<file path="src/rtl/uart_tx_arbiter_if.sv">
// Signal bundle between the byte producers / TSR side and uart_tx_arbiter.
// The slave modport is the arbiter's view of the bundle; the master modport is the environment's view.
interface uart_tx_arbiter_if #(
   parameter int unsigned NREQ = 4,
   parameter int unsigned DW   = 8
);
   localparam int unsigned GW = $clog2(NREQ);

   logic [NREQ-1:0]    req;
   logic [NREQ*DW-1:0] req_data;
   logic               tsr_busy;
   logic               tx_start;
   logic [DW-1:0]      tx_data;
   logic [NREQ-1:0]    ack;
   logic [GW-1:0]      grant_id;
   logic               active;
   logic               timeout_err;

   modport slave (
      input  req, req_data, tsr_busy,
      output tx_start, tx_data, ack, grant_id, active, timeout_err
   );

   modport master (
      output req, req_data, tsr_busy,
      input  tx_start, tx_data, ack, grant_id, active, timeout_err
   );
endinterface

</file>
<file path="src/rtl/uart_tx_arbiter.sv">
// Round-robin scheduler sharing one UART transmitter among NREQ byte producers;
// all outputs registered, frame completion tracked through tsr_busy with a start timeout.
module uart_tx_arbiter #(
   parameter int unsigned NREQ         = 4,
   parameter int unsigned DW           = 8,
   parameter int unsigned BUSY_TIMEOUT = 16
) (
   input  logic             BCLK,
   input  logic             RST_N,
   uart_tx_arbiter_if.slave arb
);
   localparam int unsigned   GW       = $clog2(NREQ);
   localparam int unsigned   TW       = $clog2(BUSY_TIMEOUT + 1);
   localparam logic [TW-1:0] TMO_LAST = TW'(BUSY_TIMEOUT - 1);
   localparam logic [GW-1:0] LAST_ID  = GW'(NREQ - 1);

   typedef enum logic [1:0] {IDLE, START, WAIT_BUSY, WAIT_DONE} state_t;

   state_t          r_state, w_state_nxt;
   logic [GW-1:0]   r_ptr, w_ptr_nxt;
   logic [GW-1:0]   r_grant_id, w_grant_id_nxt;
   logic [TW-1:0]   r_timer, w_timer_nxt;
   logic            r_tx_start, w_tx_start_nxt;
   logic [DW-1:0]   r_tx_data, w_tx_data_nxt;
   logic [NREQ-1:0] r_ack, w_ack_nxt;
   logic            r_active, w_active_nxt;
   logic            r_timeout_err, w_timeout_err_nxt;

   logic [NREQ-1:0] w_elig;
   logic [NREQ-1:0] w_rot;
   logic            w_found;
   int unsigned     w_idx;
   logic [GW-1:0]   w_win;
   logic [DW-1:0]   w_win_data;
   logic [GW-1:0]   w_ptr_after;

   // Rotate eligibility so bit 0 is the requester at ptr, then take the lowest set bit.
   always_comb begin
      w_elig  = arb.req & ~r_ack;
      w_rot   = NREQ'({w_elig, w_elig} >> r_ptr);
      w_found = 1'b0;
      w_idx   = 0;
      for (int unsigned k = 0; k < NREQ; k++) begin
         if (!w_found && w_rot[k]) begin
            w_found = 1'b1;
            w_idx   = 32'(r_ptr) + k;
         end
      end
      if (w_idx >= NREQ) begin
         w_idx = w_idx - NREQ;
      end
      w_win       = GW'(w_idx);
      w_win_data  = DW'(arb.req_data >> (32'(w_win) * DW));
      w_ptr_after = (r_grant_id == LAST_ID) ? '0 : r_grant_id + 1'b1;
   end

   always_comb begin
      w_state_nxt       = r_state;
      w_ptr_nxt         = r_ptr;
      w_grant_id_nxt    = r_grant_id;
      w_timer_nxt       = r_timer;
      w_tx_start_nxt    = 1'b0;
      w_tx_data_nxt     = r_tx_data;
      w_ack_nxt         = '0;
      w_timeout_err_nxt = 1'b0;
      case (r_state)
         IDLE: begin
            if (!arb.tsr_busy && w_found) begin
               w_tx_data_nxt  = w_win_data;
               w_grant_id_nxt = w_win;
               w_state_nxt    = START;
            end
         end
         START: begin
            w_tx_start_nxt = 1'b1;
            w_timer_nxt    = '0;
            w_state_nxt    = WAIT_BUSY;
         end
         WAIT_BUSY: begin
            if (arb.tsr_busy) begin
               w_state_nxt = WAIT_DONE;
            end else if (r_timer == TMO_LAST) begin
               w_timeout_err_nxt = 1'b1;
               w_ptr_nxt         = w_ptr_after;
               w_state_nxt       = IDLE;
            end else if (r_timer != '1) begin
               w_timer_nxt = r_timer + 1'b1;
            end
         end
         WAIT_DONE: begin
            if (!arb.tsr_busy) begin
               w_ack_nxt   = NREQ'(1) << r_grant_id;
               w_ptr_nxt   = w_ptr_after;
               w_state_nxt = IDLE;
            end
         end
         default: w_state_nxt = IDLE;
      endcase
      w_active_nxt = (w_state_nxt != IDLE);
   end

   always_ff @(posedge BCLK or negedge RST_N) begin
      if (!RST_N) begin
         r_state       <= IDLE;
         r_ptr         <= '0;
         r_grant_id    <= '0;
         r_timer       <= '0;
         r_tx_start    <= 1'b0;
         r_tx_data     <= '0;
         r_ack         <= '0;
         r_active      <= 1'b0;
         r_timeout_err <= 1'b0;
      end else begin
         r_state       <= w_state_nxt;
         r_ptr         <= w_ptr_nxt;
         r_grant_id    <= w_grant_id_nxt;
         r_timer       <= w_timer_nxt;
         r_tx_start    <= w_tx_start_nxt;
         r_tx_data     <= w_tx_data_nxt;
         r_ack         <= w_ack_nxt;
         r_active      <= w_active_nxt;
         r_timeout_err <= w_timeout_err_nxt;
      end
   end

   assign arb.tx_start    = r_tx_start;
   assign arb.tx_data     = r_tx_data;
   assign arb.ack         = r_ack;
   assign arb.grant_id    = r_grant_id;
   assign arb.active      = r_active;
   assign arb.timeout_err = r_timeout_err;
endmodule
</file>
<file path="src/flat_wrapper.sv">
// flat-port wrapper written by rule: the top's interface ports become plain ports
module uart_tx_arbiter_flat 
#(
   parameter int unsigned NREQ         = 4,
   parameter int unsigned DW           = 8,
   parameter int unsigned BUSY_TIMEOUT = 16
)
  (BCLK, RST_N, arb_req, arb_req_data, arb_tsr_busy, arb_tx_start, arb_tx_data, arb_ack, arb_grant_id, arb_active, arb_timeout_err);
  uart_tx_arbiter_if #(.NREQ(NREQ), .DW(DW)) arb_i ();
  input  logic BCLK;
  input  logic RST_N;
  input wire logic [$bits(arb_i.req)-1:0] arb_req;
  input wire logic [$bits(arb_i.req_data)-1:0] arb_req_data;
  input wire logic [$bits(arb_i.tsr_busy)-1:0] arb_tsr_busy;
  output wire logic [$bits(arb_i.tx_start)-1:0] arb_tx_start;
  output wire logic [$bits(arb_i.tx_data)-1:0] arb_tx_data;
  output wire logic [$bits(arb_i.ack)-1:0] arb_ack;
  output wire logic [$bits(arb_i.grant_id)-1:0] arb_grant_id;
  output wire logic [$bits(arb_i.active)-1:0] arb_active;
  output wire logic [$bits(arb_i.timeout_err)-1:0] arb_timeout_err;
  assign arb_i.req = arb_req;
  assign arb_i.req_data = arb_req_data;
  assign arb_i.tsr_busy = arb_tsr_busy;
  assign arb_tx_start = arb_i.tx_start;
  assign arb_tx_data = arb_i.tx_data;
  assign arb_ack = arb_i.ack;
  assign arb_grant_id = arb_i.grant_id;
  assign arb_active = arb_i.active;
  assign arb_timeout_err = arb_i.timeout_err;
  uart_tx_arbiter #(.NREQ(NREQ), .DW(DW), .BUSY_TIMEOUT(BUSY_TIMEOUT)) u_core (.BCLK(BCLK), .RST_N(RST_N), .arb(arb_i));
endmodule
</file>
<file path="config.mk">
export PLATFORM = sky130hd
export DESIGN_NAME = uart_tx_arbiter_flat
export DESIGN_NICKNAME = d
export VERILOG_FILES = /design/src/rtl/uart_tx_arbiter_if.sv /design/src/rtl/uart_tx_arbiter.sv /design/src/flat_wrapper.sv
export SDC_FILE = /design/constraint.sdc
export NUM_CORES = 1
export LEC_CHECK = 0
export ABC_AREA = 1
export ABC_CLOCK_PERIOD_IN_PS = 2400
export CAP_MARGIN = 5
export CORE_MARGIN = 2
export CORE_UTILIZATION = 24
export CTS_BUF_LIST = sky130_fd_sc_hd__clkbuf_2 sky130_fd_sc_hd__clkbuf_4 sky130_fd_sc_hd__clkbuf_8
export CTS_CLUSTER_DIAMETER = 40
export DETAILED_ROUTE_END_ITERATION = 8
export DONT_BUFFER_PORTS = 1
export PLACE_DENSITY_LB_ADDON = 0.15
export SETUP_SLACK_MARGIN = 0.4
export SLEW_MARGIN = 25
export SYNTH_ARGS = -nofsm -noshare
export SYNTH_HDL_FRONTEND = slang
export SYNTH_SLANG_ARGS = --single-unit
</file>
<file path="constraint.sdc">
create_clock -name BCLK -period 2.4 [get_ports BCLK]
set_input_delay 0.24 -clock BCLK [delete_from_list [all_inputs] [get_ports BCLK]]
set_output_delay 0.24 -clock BCLK [all_outputs]
set_load 0.03 [all_outputs]
</file>
; ---- Word level (Yosys, flattened, before mapping)
; Index checks and enable logic that the tools add are counted.
[word_totals]
reg_bits = 26
latchBits = 0
mem_bits_rw = 0
rom_bits = 0
in_bits = 39
out_inout_bits = 17
elab_cells = 76
mem_count = 0
[classes]
n_addsub = 6
mul = 0
div = 0
magnitude_cmp = 1
n_eq_ne = 11
shifts = 3
muxes = 29
bitwise_logic = 2
n_reduce_logical = 15
[ops]
columns = operator, count
row1 = $mux 32, 3
row2 = $ge 32x3->1 const B, 1
row3 = $shr 32x5->8, 1
row4 = $mux 2, 10
row5 = $mux 5, 3
row6 = $pmux 5 s2, 1
row7 = $mux 1, 8
row8 = $mux 4, 2
row9 = $pmux 2 s4, 1
row10 = $reduce_and 4->1, 2
row11 = $shr 8x2->4, 1
row12 = $add 2x2->3 const B, 2
row13 = $eq 2x2->1 const B, 3
row14 = $ne 2x2->1 const B, 3
row15 = $reduce_bool 2->1, 3
row16 = $add 5x1->5 const B, 1
row17 = $eq 5x4->1 const B, 1
row18 = $ne 5x5->1 const B, 1
row19 = $and 4x4->4, 1
row20 = $logic_and 1x1->1, 4
row21 = $logic_not 1->1, 4
row22 = $ne 2x1->1 const B, 2
row23 = $not 4->4, 1
row24 = $pmux 2 s2, 1
row25 = 7 further kinds, 7

; ---- Logic depth before layout (Yosys ltp)
[logic_depth]
ltp_word = 17
mapped_depth = 15
depth_no_buf = 13

; ---- Worst setup path before layout
; Ideal clock, no wire load.
[synth_timing]
kind = reg2reg
from = register u_core.r_timer[0]
to = register u_core.r_timer[3]
setup_ps = 123
arrival_time_ps = 1692
t_required_ps = 2277
setup_slack_ps = 585
stages_incl_launch_ff = 11
n_path_buf = 0
synth_period_minus_slack_ps = 1815
cell_sequence = dfrtp_1 ha_1 inv_1 nor3_1 ha_1 nor4_2 nor2_1 clkinv_1 nand4_1 o22ai_1 a21oi_1
[synth_between]
elab_chain_cells = 5
word_cells_on_any_way = 10
cone_classes = add/sub (1) / eq/ne (4) / mux (4) / reduce/logical (1)
[synth_lines]
columns = element, line
row1 = start: declaration, uart_tx_arbiter.sv:22  ; logic [TW-1:0] r_timer, w_timer_nxt;
row2 = start signal: assignment, uart_tx_arbiter.sv:117  ; r_timer <= w_timer_nxt;
row3 = $add 5x1->5, uart_tx_arbiter.sv:87  ; w_timer_nxt = r_timer + 1'b1;
row4 = $mux 5, uart_tx_arbiter.sv:86  ; end else if (r_timer != '1) begin
row5 = $mux 5, uart_tx_arbiter.sv:82  ; end else if (r_timer == TMO_LAST) begin
row6 = $mux 5, uart_tx_arbiter.sv:80  ; if (arb.tsr_busy) begin
row7 = $pmux 5 s2, uart_tx_arbiter.sv:66  ; case (r_state)
; Parallel ways exist; a longest one is shown, timed or not. The select of a mux whose other input is x is not followed.
; A chain may end at the register's enable or synchronous reset.

; ---- Worst setup path in the final report
[layout_timing]
from = register u_core.r_ptr[0]
to = register u_core.r_tx_data[4] (netlist: u_core.arb.tx_data[4])
[layout_between]
elab_chain_cells = 14
word_cells_on_any_way = 24
cone_classes = add/sub (4) / order compare (1) / shift (2) / mux (9) / reduce/logical (8)
[layout_lines]
columns = element, line
row1 = start: declaration, uart_tx_arbiter.sv:20  ; logic [GW-1:0] r_ptr, w_ptr_nxt;
row2 = start signal: assignment, uart_tx_arbiter.sv:115  ; r_ptr <= w_ptr_nxt;
row3 = $shr 8x2->4, uart_tx_arbiter.sv:40  ; w_rot = NREQ'({w_elig, w_elig} >> r_ptr);
row4 = $mux 1, uart_tx_arbiter.sv:44  ; if (!w_found && w_rot[k]) begin
row5 = $logic_not 1->1, uart_tx_arbiter.sv:44
row6 = $logic_and 1x1->1, uart_tx_arbiter.sv:44
row7 = $mux 1, uart_tx_arbiter.sv:44
row8 = $logic_not 1->1, uart_tx_arbiter.sv:44
row9 = $logic_and 1x1->1, uart_tx_arbiter.sv:44
row10 = $mux 1, uart_tx_arbiter.sv:44
row11 = $logic_not 1->1, uart_tx_arbiter.sv:44
row12 = $logic_and 1x1->1, uart_tx_arbiter.sv:44
row13 = $mux 32, uart_tx_arbiter.sv:44
row14 = $ge 32x3->1 / $sub 2x1->2 (equally long branches), "uart_tx_arbiter.sv:49, uart_tx_arbiter.sv:50"
row15 = $mux 2, uart_tx_arbiter.sv:49  ; if (w_idx >= NREQ) begin
row16 = $shr 32x5->8, uart_tx_arbiter.sv:53  ; w_win_data = DW'(arb.req_data >> (32'(w_win) * DW));
row17 = end signal: assignment, uart_tx_arbiter.sv:119  ; r_tx_data <= w_tx_data_nxt;
row18 = end: declaration, uart_tx_arbiter.sv:24  ; logic [DW-1:0] r_tx_data, w_tx_data_nxt;
; Parallel ways exist; a longest one is shown, timed or not.

==> results.md <==
* CP Cell Sequence: nand3_1 -> nand3_1 -> nand2_4 -> nand2_2 -> inv_2 -> nand3b_4 -> buf_4 -> nand3_4 -> nand2_2 -> nand3_1 -> nand2_1 -> nand2_1 -> nand2_1
* Initial antenna violation count at 0
* Global-route wire length before repair at 8169 µm
* Standard cell core area at 7727 µm²
* Vias per Instance at 4.398
* Routed wire length at 5247 µm
* Number of warnings reported in the yosys synthesis log at 0
* Worst reg2reg setup slack at 0.51 ns
* Peak supply drop at 0.4079 mV
* Setup Skew at 0.005504 ns
* Setup TNS at 0 ns
* Synthesized area divided by synthesized cell count at 7.109 µm²
* Main area contributors after synthesis: sky130_fd_sc_hd__dfrtp_1 34%, sky130_fd_sc_hd__nand2_1 13%, sky130_fd_sc_hd__nand3_1 12%
* Effective utilization at floorplan at 24.84%
* Clock latency of the later-clocked register in the worst-skew pair at 0.28 ns
* Overflow left after global routing at 0
* Final-stage net count at 337
* Post-synth design cell area at 1919 µm²
* Setup-violating endpoint count in the final report at 0
* Post-route DRC violation count at 0
* CTS tree: done
* Final worst hold slack at 0.1239 ns
* Slowest stage delay, CP at 0.50 ns
* Dominant register cell in the synthesized netlist: sky130_fd_sc_hd__dfrtp_1
* Cell type contributing the most total cell area after synthesis: sky130_fd_sc_hd__dfrtp_1
* Count of input and output buffers at 0
* Worst R2R Path Depth at 13
* Slew at the pin closest to its max-slew limit at 0.4231 ns
* Largest net degree at the start of global routing at 27
* Critical path endpoint category: register
* Seq cells post-synth at 26
* Net Count, Synth at 316
* CP Class: reg2reg
* Die Width at 93.43 µm
* Worst slew slack as a fraction of its limit at 71.79%
* Yosys top cell area share at 33.90%
* Leading cell types by count after synthesis: 67 x sky130_fd_sc_hd__nand2_1, 53 x sky130_fd_sc_hd__inv_1, 47 x sky130_fd_sc_hd__nand3_1, 26 x sky130_fd_sc_hd__dfrtp_1, 14 x sky130_fd_sc_hd__nor2_1
* Via total after detailed routing at 1724
* Top Ports at 56
* N_diodes at 0
* Portion of the clock cycle consumed by the worst path in the final layout at 78.88%
* Cell area power density at 1535 nW/µm²
* DR pass1 iterations at 6
* Vias in the first global route at 1639
* Final critical delay including setup and external delays at 1.893 ns
* Global routing usage summed across all routing layers at 11.87%
* Post-Synthesis Cells at 270
* Clock-pin transition on the worst setup and hold timing paths at 0.10 ns
* Hold crit path type: in2reg
* CTS Buf Count at 3
* Biggest fanout along the worst timing path at 8
* Fillers at 829
* Vert. Die Dim at 93.43 µm
* Core Rows at 32
* CP Data Required Time at 2.57 ns
* Clock Tree Root: sky130_fd_sc_hd__clkbuf_8
* Asr flop ratio synth at 100.0%
* Final hold vios at 0
* Area added between synthesis and finish at 21.84%
* Die outline area at 8728 µm²
* EDFF count, synth at 0
* Hold Path Origin: arb_tsr_busy
* Maximum clock rate at 528.2 MHz
* Share of layout cells above drive strength 1 at 24.83%
* Capture point of the worst reg-to-reg path: u_core.arb.tx_data[4]
* Number of violations reported at the end of detailed-routing iteration 0 at 64
* FF-to-FF Start: u_core.r_ptr[0]
* DRT antenna net count at 0
* # clock sinks at 26
* Count of cell types in the netlist at 28
* HPWL reported at the end of detailed placement at 3803 µm
* Total number of H-tree levels at 1
* Hold-critical path depth at 3
* Status: finished clean
* Max Cap Violations at 0
* Setup crit start kind: register
* CP arrival at 2.07 ns
* Routability congestion estimate at 0.7477
* Leading cell type by number of instances after synthesis: sky130_fd_sc_hd__nand2_1
* Detail-routed net length per standard cell at 13.39 µm
* Clock buffer depth at 2
* Static power due to leakage at 1.247 nW
* Share of the yosys chip area belonging to registers at 33.90%
* Crit-path slowest cell: sky130_fd_sc_hd__dfrtp_2
* Endpoint of the worst hold-timing path: u_core.arb.timeout_err
* Unrepaired setup endpoints after global routing: true
* Pins over their slew limit at 0
routing by layer:
| metal | wire (µm) | part of all wire [%] | GRT usage [%] |
|---|---|---|---|
| met1 | 2336 | 45 | 16.13 |
| met2 | 2591 | 49 | 19.18 |
| met3 | 205 | 3.9 | 2.015 |
| met4 | 114 | 2.2 | 3.676 |
| met5 | 0 | 0 | 0 |
state kept, by name, indices dropped and copies added (netlist names):
register                flops
u_core.arb.tx_data          8
u_core.r_ptr                2
u_core.r_timer              5
u_core.arb.grant_id         2
u_core.arb.timeout_err      1
u_core.arb.tx_start         1
u_core.arb.active           1
u_core.arb.ack              4
u_core.r_state              2
final cells by class:
| class | instances | area [µm²] | area share, % |
|---|---|---|---|
| Clock buffer | 3 | 41.29 | 1.766 |
| Clock inverter | 1 | 30.03 | 1.284 |
| Inverter | 59 | 229.0 | 9.791 |
| Multi-Input combinational cell | 181 | 1089 | 46.55 |
| Sequential cell | 26 | 653.1 | 27.93 |
| Tap cell | 102 | 127.6 | 5.457 |
| Timing Repair Buffer | 20 | 168.9 | 7.223 |
worst max-delay path: cells and delay by family (launching register included):
family,cells,cell delay (ns)
simple gates,11,1.04
buf+inv,2,0.25
flops,1,0.50
metrics by stage:
step	worst slack [ns]	area [µm²]	cells	power [mW]	utilization, %
after floorplan	0.5852	1919	270	2.547	-
after global placement	0.2262	2032	372	2.831	26.30
after detailed placement	0.2445	2032	372	2.806	26.30
after CTS	0.4019	2163	380	3.320	28.00
after global routing	0.3779	2338	392	3.931	30.26
final	0.5068	2338	392	3.589	30.26
worst max path at each step:
stage                                        to         startpoint  cells past startpoint
after global routing      u_core.arb.tx_data[6]    u_core.r_ptr[0]                     12
after floorplan               u_core.r_timer[3]  u_core.r_timer[0]                     10
after global placement    u_core.arb.tx_data[2]    u_core.r_ptr[0]                     13
after detailed placement  u_core.arb.tx_data[4]    u_core.r_ptr[0]                     13
final                     u_core.arb.tx_data[4]    u_core.r_ptr[0]                     13
after CTS                 u_core.arb.tx_data[3]    u_core.r_ptr[0]                     12
placed cells by master (no fill, tap or decap), drive strengths merged:
master / n
nand2: 81
xor2: 1
nor3: 1
nor4: 1
inv: 58
dfrtp: 26
nor2: 14
buf: 19
o22ai: 2
a21oi: 4
o21ai: 7
nand4: 2
nand3b: 1
dlygate4sd3: 1
or2: 1
ha: 7
bufinv: 1
clkbuf: 3
nand3: 59
clkinv: 1
cell families (layout without fill, tap and decap cells):
group           after synthesis  count (layout)  synth area share [%]
buf+inv                      65              83                 14.93
flops                        26              26                 33.90
fa+ha+maj                     7               7                 4.563
xor+xnor                      1               1                0.4564
compound gates               13              13                 3.911
simple gates                158             160                 42.24
timing repair:
item	4_1_cts	5_1_grt
setup buffers	1	11
pin swaps	1	4
setup endpoints to repair	9	13
gates resized for setup	4	19
gates cloned	1	1
hold endpoints to repair	26	0
hold buffers	2	0
report_power, final:
group | internal (mW) | total, mW | switching, mW
Combinational | 0.828 | 2.26 | 1.43
Clock | 0.224 | 0.372 | 0.148
Sequential | 0.609 | 0.960 | 0.351
No activity file was read; power rests on OpenSTA's default activity.
